<file path="src/rtl/decode_hazard_unit.sv">
// decode_hazard_unit: register hazard control between decode and EX/MEM/WB.
// Decodes the destination and sources of the instruction in the decode slot.
// A per-stage scoreboard tracks in-flight writes.
// From these it produces the stall, the operand forwarding selects, the
// mul/div freeze and the writeback strobe.
//
// Handshake: the decode slot offers an instruction with dec_valid. It is
// accepted (issue=1) on the rising edge only when neither stall nor flush is
// asserted. When stall=1 the slot must hold the same instruction.
module decode_hazard_unit #(
    parameter int REG_W      = 5,
    parameter int NUM_STAGES = 3,
    parameter int MULDIV_LAT = 32,
    parameter int STATUS_REG = 30,
    parameter int RA_REG     = 31,
    parameter int FW         = $clog2(NUM_STAGES + 1)
) (
    input  logic             clock,
    input  logic             reset_n,
    input  logic             dec_valid,
    input  logic [4:0]       dec_opcode,
    input  logic [4:0]       dec_aluop,
    input  logic [REG_W-1:0] dec_rd,
    input  logic [REG_W-1:0] dec_rs,
    input  logic [REG_W-1:0] dec_rt,
    input  logic             flush,
    output logic             stall,
    output logic             issue,
    output logic [FW-1:0]    fwd_a_sel,
    output logic [FW-1:0]    fwd_b_sel,
    output logic             muldiv_busy,
    output logic             wb_we,
    output logic [REG_W-1:0] wb_reg
);

    localparam logic [4:0] OP_R    = 5'b00000;
    localparam logic [4:0] OP_BNE  = 5'b00010;
    localparam logic [4:0] OP_JAL  = 5'b00011;
    localparam logic [4:0] OP_JR   = 5'b00100;
    localparam logic [4:0] OP_ADDI = 5'b00101;
    localparam logic [4:0] OP_BLT  = 5'b00110;
    localparam logic [4:0] OP_SW   = 5'b00111;
    localparam logic [4:0] OP_LW   = 5'b01000;
    localparam logic [4:0] OP_SETX = 5'b10101;
    localparam logic [4:0] ALU_MUL = 5'b00110;
    localparam logic [4:0] ALU_DIV = 5'b00111;

    // MULDIV_LAT-1 is the largest counter value; keep at least one bit.
    localparam int CNT_W = (MULDIV_LAT > 1) ? $clog2(MULDIV_LAT) : 1;
    localparam logic [CNT_W-1:0] CNT_LOAD = CNT_W'(MULDIV_LAT - 1);

    // Scoreboard: index 0 = EX, NUM_STAGES-1 = WB.
    logic [NUM_STAGES-1:0] valid_q;
    logic [NUM_STAGES-1:0] load_q;
    logic [REG_W-1:0]      reg_q [NUM_STAGES];
    logic [CNT_W-1:0]      cnt_q;

    logic             is_r, is_lw, is_muldiv, use_a, use_b;
    logic             dest_en, new_valid;
    logic [REG_W-1:0] dest, src_b;
    logic [NUM_STAGES-1:0] hit_a, hit_b;
    logic             load_use;

    assign is_r      = (dec_opcode == OP_R);
    assign is_lw     = (dec_opcode == OP_LW);
    assign is_muldiv = is_r && ((dec_aluop == ALU_MUL) || (dec_aluop == ALU_DIV));
    assign use_a     = is_r || (dec_opcode == OP_ADDI) || is_lw || (dec_opcode == OP_SW) ||
                       (dec_opcode == OP_BNE) || (dec_opcode == OP_BLT);
    assign use_b     = is_r || (dec_opcode == OP_SW) || (dec_opcode == OP_BNE) ||
                       (dec_opcode == OP_BLT) || (dec_opcode == OP_JR);
    assign src_b     = is_r ? dec_rt : dec_rd;

    // Destination decode; jal and setx write fixed registers.
    always_comb begin
        dest_en = 1'b0;
        dest    = dec_rd;
        case (dec_opcode)
            OP_R, OP_ADDI, OP_LW: dest_en = 1'b1;
            OP_JAL: begin
                dest_en = 1'b1;
                dest    = REG_W'(RA_REG);
            end
            OP_SETX: begin
                dest_en = 1'b1;
                dest    = REG_W'(STATUS_REG);
            end
            default: dest_en = 1'b0;
        endcase
    end

    // Per-stage source matches; register 0 never matches.
    always_comb begin
        hit_a = '0;
        hit_b = '0;
        for (int k = 0; k < NUM_STAGES; k++) begin
            hit_a[k] = use_a && (dec_rs != '0) && valid_q[k] && (reg_q[k] == dec_rs);
            hit_b[k] = use_b && (src_b != '0) && valid_q[k] && (reg_q[k] == src_b);
        end
    end

    // Forward from the youngest matching stage; a load still in EX has no data yet.
    always_comb begin
        fwd_a_sel = '0;
        fwd_b_sel = '0;
        for (int k = NUM_STAGES - 1; k >= 0; k--) begin
            if (hit_a[k]) fwd_a_sel = FW'(k + 1);
            if (hit_b[k]) fwd_b_sel = FW'(k + 1);
        end
        if (hit_a[0] && load_q[0]) fwd_a_sel = '0;
        if (hit_b[0] && load_q[0]) fwd_b_sel = '0;
    end

    assign load_use    = dec_valid && load_q[0] && (hit_a[0] || hit_b[0]);
    assign muldiv_busy = (cnt_q != '0);
    assign stall       = !flush && (load_use || muldiv_busy);
    assign issue       = reset_n && dec_valid && !stall && !flush;
    assign new_valid   = issue && dest_en && (dest != '0);
    assign wb_we       = valid_q[NUM_STAGES-1];
    assign wb_reg      = valid_q[NUM_STAGES-1] ? reg_q[NUM_STAGES-1] : '0;

    // Scoreboard shift; frozen during mul/div, where flush only kills stage 0.
    always_ff @(posedge clock or negedge reset_n) begin
        if (!reset_n) begin
            valid_q <= '0;
            load_q  <= '0;
            for (int k = 0; k < NUM_STAGES; k++) reg_q[k] <= '0;
        end else if (!muldiv_busy) begin
            valid_q <= {valid_q[NUM_STAGES-2:0], new_valid};
            load_q  <= {load_q[NUM_STAGES-2:0], new_valid && is_lw};
            reg_q[0] <= dest;
            for (int k = 1; k < NUM_STAGES; k++) reg_q[k] <= reg_q[k-1];
        end else if (flush) begin
            valid_q[0] <= 1'b0;
        end
    end

    // Mul/div freeze counter; flush abandons the operation.
    always_ff @(posedge clock or negedge reset_n) begin
        if (!reset_n) begin
            cnt_q <= '0;
        end else if (flush) begin
            cnt_q <= '0;
        end else if (cnt_q != '0) begin
            cnt_q <= cnt_q - 1'b1;
        end else if (issue && is_muldiv) begin
            cnt_q <= CNT_LOAD;
        end
    end

endmodule

</file>
<file path="config.mk">
export PLATFORM = sky130hd
export DESIGN_NAME = decode_hazard_unit
export DESIGN_NICKNAME = d
export VERILOG_FILES = /design/src/rtl/decode_hazard_unit.sv
export SDC_FILE = /design/constraint.sdc
export NUM_CORES = 1
export LEC_CHECK = 0
export BUFFER_PORTS_ARGS = -buffer_cell sky130_fd_sc_hd__buf_2
export CAP_MARGIN = 25
export CORE_ASPECT_RATIO = 1.2
export CORE_MARGIN = 3
export CORE_UTILIZATION = 55
export CTS_CLUSTER_DIAMETER = 40
export DETAILED_ROUTE_END_ITERATION = 10
export GPL_ROUTABILITY_DRIVEN = 0
export GPL_TIMING_DRIVEN = 0
export PLACE_DENSITY_LB_ADDON = 0.15
export SETUP_SLACK_MARGIN = 0.5
export SLEW_MARGIN = 20
export SYNTH_ARGS = -nofsm -noshare
export SYNTH_HDL_FRONTEND = slang
export SYNTH_SLANG_ARGS = --single-unit
</file>
<file path="constraint.sdc">
create_clock -name clock -period 2.5 [get_ports clock]
set_input_delay 0.125 -clock clock [delete_from_list [all_inputs] [get_ports clock]]
set_output_delay 0.125 -clock clock [all_outputs]
set_load 0.01 [all_outputs]
</file>
== Word level (Yosys, flattened, before mapping) ==
Index checks and enable logic that the tools add are counted.
W data, S select, Z words.
Word-level totals
  flip-flop bits (word level): 24
  input port bits: 29
  output and inout port bits: 13
  word-level logic and storage cells: 90
Cells by class
  $add $sub $neg: 1
  equal/unequal tests: 17
  muxes and demuxes: 17
  reduce and logical (&&, ||, !) cells: 48
Operator list (count)
  $eq A5 B3 Y1 const B: 6
  $eq A5 B5 Y1: 6
  $logic_and A1 B1 Y1: 27
  $mux W5: 5
  $reduce_bool A5 Y1: 4
  $mux W2: 8
  $logic_or A1 B1 Y1: 12
  $eq A5 B2 Y1 const B: 2
  $pmux W5 S2: 1
  $eq A5 B4 Y1 const B: 1
  $eq A5 B5 Y1 const B: 1
  $logic_not A5 Y1: 1
  $reduce_or A5 Y1: 1
  $sub A5 B1 Y5 const B: 1
  $mux W1: 3
  $reduce_bool A3 Y1: 1
  $logic_not A1 Y1: 2
  $ne A2 B2 Y1 const B: 1

== Logic depth before layout (Yosys ltp) ==
Gate-level depths: netlist (run 1).
  depth after elaboration: 20
  mapped depth: 9
  depth with buffers taken out: 8

== Worst setup path after synthesis (run 1) ==
No wires, ideal clock.
  kind: input-to-reg
  start point: input port dec_opcode[4]
  end point: register cnt_q[1]
  library setup time: 0.125 ns
  arrival time: 1.992 ns
  data required time: 2.375 ns
  setup slack: 0.383 ns
  stages: 8
  buffers on the path: 1
  cell sequence: buf_4 or4_4 nor2_8 o211a_4 o211ai_2 nor4_2 or2_4 mux2_4
On the way
  cells in the longest elaborated chain, start to end: 18
  elaborated cells between the ends (all ways): 35
  those cells by class: 7 x eq/ne; 1 x mux; 27 x reduce/logical
Ends and longest elaborated chain
  from (decl): line 21  | input logic [4:0] dec_opcode,
  $eq A5 B3 Y1 / $logic_not A5 Y1 (equally long branches): line 67, 64
  $logic_or A1 B1 Y1 (4 in a row): line 67  | assign use_a = is_r || (dec_opcode == OP_ADDI) || is_lw || (dec_opcode == OP_SW) ||
  $logic_or A1 B1 Y1: line 68  | (dec_opcode == OP_BNE) || (dec_opcode == OP_BLT);
  $logic_and A1 B1 Y1 (3 in a row): line 96  | hit_a[k] = use_a && (dec_rs != '0) && valid_q[k] && (reg_q[k] == dec_rs);
  $logic_or A1 B1 Y1: line 113  | assign load_use = dec_valid && load_q[0] && (hit_a[0] || hit_b[0]);
  $logic_and A1 B1 Y1: line 113
  $logic_or A1 B1 Y1: line 115  | assign stall = !flush && (load_use || muldiv_busy);
  $logic_and A1 B1 Y1: line 115
  $logic_not A1 Y1: line 116  | assign issue = reset_n && dec_valid && !stall && !flush;
  $logic_and A1 B1 Y1 (2 in a row): line 116
  $logic_and A1 B1 Y1 *: line 145  | end else if (issue && is_muldiv) begin
  $reduce_bool A3 Y1 (no line) *
  to (signal assigned): line 144  | cnt_q <= cnt_q - 1'b1;
  to (decl): line 56  | logic [CNT_W-1:0] cnt_q;
Every way passes the cells marked *; elsewhere a longest branch is shown, timed or not.
A chain may end at the register's enable or synchronous reset.

== Worst setup path in the final report (run 1) ==
  start point: register reg_q[10] (netlist bit)
  end point: output port issue
On the way
  cells in the longest elaborated chain, start to end: 9
  elaborated cells between the ends (all ways): 11
  those cells by class: 2 x eq/ne; 9 x reduce/logical
Ends and longest elaborated chain
  from (decl): line 55  | logic [REG_W-1:0] reg_q [NUM_STAGES];
  $eq A5 B5 Y1 (on tied branches): line 96, 97
  $logic_and A1 B1 Y1 (on tied branches): line 96, 97
  $logic_or A1 B1 Y1 *: line 113
  $logic_and A1 B1 Y1 *: line 113
  $logic_or A1 B1 Y1 *: line 115
  $logic_and A1 B1 Y1 *: line 115
  $logic_not A1 Y1 *: line 116
  $logic_and A1 B1 Y1 * (2 in a row): line 116
  to (decl): line 28  | output logic issue,
Marked as above.

==> results by group, run 1 <==
Status
  – Outcome: complete, no violations

Timing
  – Tightest slew margin relative to the limit: 0.592
  – Transition time at the pin with the least slew margin: 0.606 ns
  – Clk_skew: 0.00488 ns
  – Fmax: 0.448 GHz
  – Smallest setup slack after layout: 0.269 ns
  – Shortest clock period the worst path allows after layout: 2.23 ns
  – Final-report max-slew violation count: 0
  – Final worst hold slack: 0.211 ns
  – Number of failing setup endpoints in the final timing report: 0
  – Tcrit/Tclk final: 0.892
  – Unrepaired setup endpoints after global routing: yes
  – Hold Vio Cnt, Final: 0
  – Fin Setup TNS: 0 ns

Critical path
  – Launch point of the worst path: reg_q[10]
  – Critical path launch point type: register
  – Worst-path cell with the longest stage delay: sky130_fd_sc_hd__dfrtp_2
  – WP buf/inv: 1
  – Reg-to-Reg Start: reg_q[12]
  – Category of the critical setup timing path: reg2out
  – Critical Path AT: 2.11 ns
  – Type of element capturing the critical path: output port
  – Crit path required time: 2.38 ns
  – Setup slack of the worst register-to-register path: 0.39 ns
  – Worst path top cell family by delay: simple AND/OR/NAND/NOR gates
  – Stage delay of the slowest cell on the critical path: 0.48 ns
  – Cells along the critical path: xor2_1, nor4_2, and3_4, nand2b_4, a21o_1, a21oi_2, nor2_1, buf_2
  – Critical-path maximum fanout: 6

Power and ir drop
  – Power per Cell Area: 931 nW/um^2
  – Leak Pwr: 1.22 nW
  – VDD IR-drop max: 0.783 mV

Global routing
  – Gr ovfl total: 0
  – Largest net degree at the start of global routing: 25
  – Overall global routing resource usage: 0.301
  – Via count of the first global-routing pass: 2147
  – Number of antenna violations at the first check in global routing: 0
  – Wire length of the first global-routing pass: 9930 um

Synthesis
  – Post-synth EDFFs: 0
  – Most instantiated flip-flop cell in the synthesis netlist: sky130_fd_sc_hd__dfrtp_1
  – Distinct cells, synth: 54
  – Share of synthesized area occupied by flip-flops and latches: 0.303
  – Mapped cell area: 1980 um^2
  – Yosys reg bits: 24
  – Async set-or-reset flop fraction in the synthesized netlist: 1.00
  – Synth Area per Inst: 8.09 um^2
  – Post-Synthesis Net Count: 275
  – Synthesized instance count: 245
  – Synthesis Warnings: 0

Clock network
  – Largest buffer count on any clock path: 2
  – Htree depth: 1
  – Clock network latency to the later pin of the worst-skew pair: 0.28 ns
  – Clock-pin transition on the worst setup and hold timing paths: 0.09 ns
  – Clk Tree Root Cell: sky130_fd_sc_hd__clkbuf_8
  – CTS sink cnt: 24
  – Number of buffers created by CTS: 3
  – TritonCTS clock tree: yes

Detailed routing
  – Total number of vias: 2238
  – Post-route ant nets: 0
  – Wire length per cell: 19.5 um
  – Sum of routed wire length over all layers: 6700 um
  – DRC violations left: 0
  – DRC marker count from the first detailed-route iteration: 205
  – Vias per cell: 6.51
  – Detailed Routing Iterations Pass 1: 5

Placement
  – Post-placement worst setup slack: 0.136 ns
  – Sum of net half-perimeters after detailed placement: 4120 um
  – Placed Cells: 318
  – Port buffer count: 36

Die
  – Full die area: 4360 um^2
  – Effective utilization at floorplan: 0.584
  – Chip Width: 60.8 um
  – Number of placed I/O pins: 42
  – Site row count: 23
  – Floorplan Core Area: 3400 um^2
  – Die Y-Extent: 71.8 um

Cells and area
  – N_diodes: 0
  – Final-stage net count: 338
  – Fraction of layout instances using a drive strength above 1: 0.397
  – Count of placed standard cells in the final layout, fillers left out: 344
  – Post-synthesis to final-layout area growth: 38.5%
  – Fraction of the core area covered by cells at the end of the flow: 0.808

Job
  – Max-cap check violation count: 0

Worst hold path
  – Startpoint of the worst hold path: dec_rd[4]
  – Classification of the worst-slack hold path: in2reg
## cell usage in the layout (no fill, tap or decap), types with 6 or more instances in the layout
master / count
sky130_fd_sc_hd__nand2_1: 41
sky130_fd_sc_hd__buf_2: 37
sky130_fd_sc_hd__buf_4: 18
sky130_fd_sc_hd__dfrtp_1: 17
sky130_fd_sc_hd__xor2_1: 16
sky130_fd_sc_hd__o21ai_0: 15
sky130_fd_sc_hd__inv_1: 11
sky130_fd_sc_hd__nor2_1: 8
sky130_fd_sc_hd__xnor2_1: 8
sky130_fd_sc_hd__a21oi_1: 8
sky130_fd_sc_hd__nand3_1: 7
sky130_fd_sc_hd__dfrtp_2: 7
sky130_fd_sc_hd__nor3_1: 6
## layer usage
metal	vias to the layer above	global-route usage	share of wire
met1	1027	0.379	0.36
li1	995	-	-
met3	51	0.0432	0.092
met2	165	0.484	0.48
met4	0	0.166	0.066
met5	-	0	0
## synthesized netlist by cell type, types with 5 or more instances
master / count / area share
sky130_fd_sc_hd__nand2_1: 42 / 0.080
sky130_fd_sc_hd__dfrtp_1: 24 / 0.30
sky130_fd_sc_hd__xor2_1: 17 / 0.075
sky130_fd_sc_hd__o21ai_0: 15 / 0.038
sky130_fd_sc_hd__inv_1: 13 / 0.025
sky130_fd_sc_hd__nor2_1: 12 / 0.023
sky130_fd_sc_hd__xnor2_1: 11 / 0.049
sky130_fd_sc_hd__a21oi_1: 9 / 0.023
sky130_fd_sc_hd__nand2b_1: 7 / 0.022
sky130_fd_sc_hd__nand3_1: 7 / 0.018
sky130_fd_sc_hd__nor3_1: 7 / 0.018
sky130_fd_sc_hd__a211oi_1: 6 / 0.023
sky130_fd_sc_hd__clkbuf_1: 6 / 0.011
sky130_fd_sc_hd__nor4_1: 6 / 0.019
sky130_fd_sc_hd__and2_1: 5 / 0.016
## kinds of logic (layout without fill, tap and decap cells)
kind of cell    after synthesis  count (layout)  synth area share
fa+ha+maj                     1               1           0.00631
buf+inv                      23              85            0.0499
simple gates                108             108             0.292
mux                           6               6            0.0335
xor+xnor                     28              28             0.124
compound gates               55              55             0.191
flops                        24              24             0.303
## final cells by class
| class | count | area, um^2 |
|---|---|---|
| clock buffers | 3 | 41.3 |
| well taps | 37 | 46.3 |
| fillers | 223 | 651 |
| repair buffers | 58 | 388 |
| clock inverters | 1 | 30.0 |
| multi-input cells | 198 | 1490 |
| inverters | 13 | 48.8 |
| flip-flops and latches | 24 | 609 |
| plain buffers | 10 | 92.6 |
## tightest hold or removal path, stage by stage
cell                      delay, ns
sky130_fd_sc_hd__buf_2         0.17
sky130_fd_sc_hd__nor2_1        0.11
sky130_fd_sc_hd__a21oi_1       0.04
## worst paths after layout
path / end / cells past startpoint
worst min-delay path: reg_q[14] / 3
worst max-delay path: issue / 8
min in group asynchronous: reg_q[0] / 3
worst min register to register: reg_q[2] / 2
worst max register to register: cnt_q[1] / 6
max in group asynchronous: reg_q[12] / 3
## report_power, final
group / switching [W] / internal [W]
registers: 0.000238 / 0.000558
logic: 0.000749 / 0.000656
clock network: 0.000141 / 0.000214
## registers in the layout (all words and copies together), names as in the netlist
name     flops
valid_q      3
reg_q       15
load_q       1
cnt_q        5
## per-stage QoR
stage / power (W) / area, um^2
2_1_floorplan: 0.00149 / 2010
3_5_place_dp: 0.00180 / 2240
4_1_cts: 0.00237 / 2610
5_1_grt: 0.00270 / 2750
3_3_place_gp: 0.00177 / 2240
6_report: 0.00256 / 2750
## repair_timing
action / in CTS / in global routing
hold buffers: 2 / 0
cloned: 0 / 0
setup endpoints to repair: 21 / 13
resized for setup: 39 / 27
hold endpoints to repair: 24 / 0
pin swaps: 15 / 17
setup buffers: 15 / 5
No activity file was read; power rests on OpenSTA's default activity.
==> run 2: changes to the inputs <==
--- a/config.mk
+++ b/config.mk
@@ -7,9 +7,11 @@
 export LEC_CHECK = 0
 export BUFFER_PORTS_ARGS = -buffer_cell sky130_fd_sc_hd__buf_2
 export CAP_MARGIN = 25
+export CELL_PAD_IN_SITES_DETAIL_PLACEMENT = 1
+export CELL_PAD_IN_SITES_GLOBAL_PLACEMENT = 1
 export CORE_ASPECT_RATIO = 1.2
 export CORE_MARGIN = 3
-export CORE_UTILIZATION = 55
+export CORE_UTILIZATION = 40
 export CTS_CLUSTER_DIAMETER = 40
 export DETAILED_ROUTE_END_ITERATION = 10
 export GPL_ROUTABILITY_DRIVEN = 0
==> run 2 against run 1 <==
Total power down 0.66%. Wire length up 6.3%. Die area up 34%. Worst hold slack worse by 0.033 ns. Clock skew down 0.0021 ns. Final cell count up 6.4%. Sequential share of layout area up 0.15 points. Clock-buffer cell count unchanged. First-iteration DRC count down 36%.
==> results by group, run 2 (same netlist as run 1, synthesis figures left out) <==
Die
  – Floorplan Core Area: 4700 um^2 (was 3400 um^2)
  – Chip Width: 70.3 um (was 60.8 um)
  – Site row count: 27 (was 23)
  – Die Y-Extent: 83.1 um (was 71.8 um)
  – Number of placed I/O pins: 42 (unchanged)
  – Full die area: 5840 um^2 (was 4360 um^2)
  – Effective utilization at floorplan: 0.422 (was 0.584)

Timing
  – Number of failing setup endpoints in the final timing report: 0 (unchanged)
  – Final-report max-slew violation count: 0 (unchanged)
  – Transition time at the pin with the least slew margin: 0.820 ns (was 0.606 ns)
  – Fmax: 0.460 GHz (was 0.448 GHz)
  – Shortest clock period the worst path allows after layout: 2.18 ns (was 2.23 ns)
  – Tightest slew margin relative to the limit: 0.447 (was 0.592)
  – Hold Vio Cnt, Final: 0 (unchanged)
  – Tcrit/Tclk final: 0.870 (was 0.892)
  – Fin Setup TNS: 0 ns (unchanged)
  – Clk_skew: 0.00278 ns (was 0.00488 ns)
  – Unrepaired setup endpoints after global routing: yes (unchanged)

Cells and area
  – Register with the most flip-flops: reg_q (unchanged)
  – Largest registers: reg_q x15, cnt_q x5, valid_q x3 (unchanged)
  – Post-synthesis to final-layout area growth: 37.6% (was 38.5%)
  – Final-stage net count: 340 (was 338)
  – Count of fill cells added during filler insertion: 577 (was 223)
  – N_diodes: 0 (unchanged)
  – Most common library cell in the layout ignoring fill and taps: sky130_fd_sc_hd__nand2_1 (unchanged)
  – Area occupied by multi-input gates: 1470 um^2 (was 1490 um^2)
  – Combined flip-flop and latch cell area: 609 um^2 (unchanged)
  – Most frequent cells in the layout: sky130_fd_sc_hd__nand2_1 (42), sky130_fd_sc_hd__buf_2 (37), sky130_fd_sc_hd__buf_4 (23) (was sky130_fd_sc_hd__nand2_1 (41), sky130_fd_sc_hd__buf_2 (37), sky130_fd_sc_hd__buf_4 (18))
  – Fraction of layout instances using a drive strength above 1: 0.399 (was 0.397)
  – Largest register FFs: 15 (unchanged)

Clock network
  – Number of buffers created by CTS: 3 (unchanged)
  – CTS sink cnt: 24 (unchanged)
  – TritonCTS clock tree: yes (unchanged)
  – Htree depth: 1 (unchanged)
  – Clock network latency to the later pin of the worst-skew pair: 0.27 ns (was 0.28 ns)
  – Clk Tree Root Cell: sky130_fd_sc_hd__clkbuf_8 (unchanged)
  – Clock-pin transition on the worst setup and hold timing paths: 0.09 ns (about the same)
  – Largest buffer count on any clock path: 2 (unchanged)

Critical path
  – Critical-path maximum fanout: 4 (was 6)
  – Crit path required time: 2.38 ns (about the same)
  – Count of cells along the worst register-to-register path: 9 (was 6)
  – Type of element capturing the critical path: output port (unchanged)
  – Worst-path cell with the longest stage delay: sky130_fd_sc_hd__dfrtp_1 (was sky130_fd_sc_hd__dfrtp_2)
  – Stage delay of the slowest cell on the critical path: 0.41 ns (was 0.48 ns)
  – Critical Path AT: 2.05 ns (was 2.11 ns)
  – Category of the critical setup timing path: reg2out (unchanged)
  – Critical path launch point type: register (unchanged)
  – Setup slack of the worst register-to-register path: 0.34 ns (was 0.39 ns)
  – Cells along the critical path: buf_8, xnor2_2, nand4_1, a32oi_2, o211ai_4, nor2_4, mux2i_2, buf_2 (was xor2_1, nor4_2, and3_4, nand2b_4, a21o_1, a21oi_2, nor2_1, buf_2)

Power and ir drop
  – Fraction of power consumed by the clock network: 0.094 (was 0.139)
  – Power per Cell Area: 932 nW/um^2 (was 931 nW/um^2)
  – Leak Pwr: 1.20 nW (was 1.22 nW)
  – Relative contribution of combinational cells to total power: 0.588 (was 0.550)
  – Internal power contribution: 0.00137 W (was 0.00143 W)
  – Total power: 0.00254 W (was 0.00256 W)
  – Sw frac: 0.461 (was 0.441)
  – VDD IR-drop max: 0.499 mV (was 0.783 mV)
  – Part of the power in registers: 0.318 (was 0.311)
  – Switch Pwr: 0.00117 W (was 0.00113 W)

Global routing
  – Largest net degree at the start of global routing: 25 (unchanged)
  – Gr ovfl total: 0 (unchanged)
  – Overall global routing resource usage: 0.245 (was 0.301)
  – Via count of the first global-routing pass: 2278 (was 2147)
  – Wire length of the first global-routing pass: 11600 um (was 9930 um)
  – Number of antenna violations at the first check in global routing: 0 (unchanged)

Detailed routing
  – Sum of routed wire length over all layers: 7120 um (was 6700 um)
  – Detailed Routing Iterations Pass 1: 4 (was 5)
  – Vias per cell: 5.82 (was 6.51)
  – DRC marker count from the first detailed-route iteration: 131 (was 205)
  – Wire length per cell: 19.5 um (about the same)
  – Post-route ant nets: 0 (unchanged)
  – DRC violations left: 0 (unchanged)
  – Total number of vias: 2130 (was 2238)

Placement
  – Sum of net half-perimeters after detailed placement: 4750 um (was 4120 um)
  – Port buffer count: 36 (unchanged)

Worst hold path
  – Worst Hold Path Cells: 2 (was 3)
  – Classification of the worst-slack hold path: in2reg (unchanged)

Status
  – Outcome: complete, no violations (unchanged)

Job
  – Max-cap check violation count: 0 (unchanged)
run 2: changes by cell type in the layout (fill, tap and decap cells not counted), sizes merged:
cell,previous run,this run
bufinv,1,0
buf,64,66
run 2: repair_timing:
item,CTS,global route
hold buffers,2,0
pin swaps,20,9
endpoints found under the hold margin,24,0
resized for setup,42,17
setup buffers,17,5
setup endpoints to repair,28,14
cloned,0,0
run 2: worst paths after layout:
path | start | to
max | reg_q[13] | fwd_b_sel[0]
min | dec_rd[3] | reg_q[13]
max reg2reg | reg_q[13] | cnt_q[1]
min reg2reg | cnt_q[2] | cnt_q[2]
max in group asynchronous | reset_n | reg_q[12]
min in group asynchronous | reset_n | reg_q[1]
run 2: worst max-delay path: cells and delay by family, from the launching register on:
| kind | cells | cell delay [ns] |
|---|---|---|
| compound gates | 2 | 0.42 |
| flops | 1 | 0.41 |
| buf+inv | 2 | 0.30 |
| simple gates | 2 | 0.30 |
| mux | 1 | 0.23 |
| xor+xnor | 1 | 0.14 |
run 2: stage by stage:
step                      utilization  hold slack (ns)  worst slack (ns)  instances  area, um^2
after floorplan                     -           -0.171             0.474        245        2010
after global placement          0.482            0.162            0.0898        339        2260
after detailed placement        0.482            0.168            0.0150        339        2260
after CTS                       0.558            0.180             0.345        361        2620
after global routing            0.581            0.191             0.219        366        2730
final                           0.581            0.178             0.325        366        2730
run 2: cell type report:
type / instances / area share
sequential: 24 / 0.223
inverter: 13 / 0.0179
tap: 58 / 0.0266
clock buffer: 3 / 0.0151
timing repair buffer: 60 / 0.147
multi-input combinational: 198 / 0.539
buffer: 10 / 0.0307
run 2: per-layer routing:
layer  global-route usage  part of all wire  up-vias
met5                    0                 0        -
met4               0.0488             0.011        0
met3               0.0169             0.044       10
met2                0.421              0.50       66
met1                0.335              0.44     1062
li1                     -                 -      992
run 2: power groups by stage:
stage	Sequential, W	Clock (W)	Combinational [W]
after detailed placement	0.000775	0	0.00108
final	0.000808	0.000238	0.00149
after CTS	0.000780	0.000245	0.00135
after global placement	0.000771	0	0.00106
after floorplan	0.000692	0	0.000798
after global routing	0.000823	0.000261	0.00163
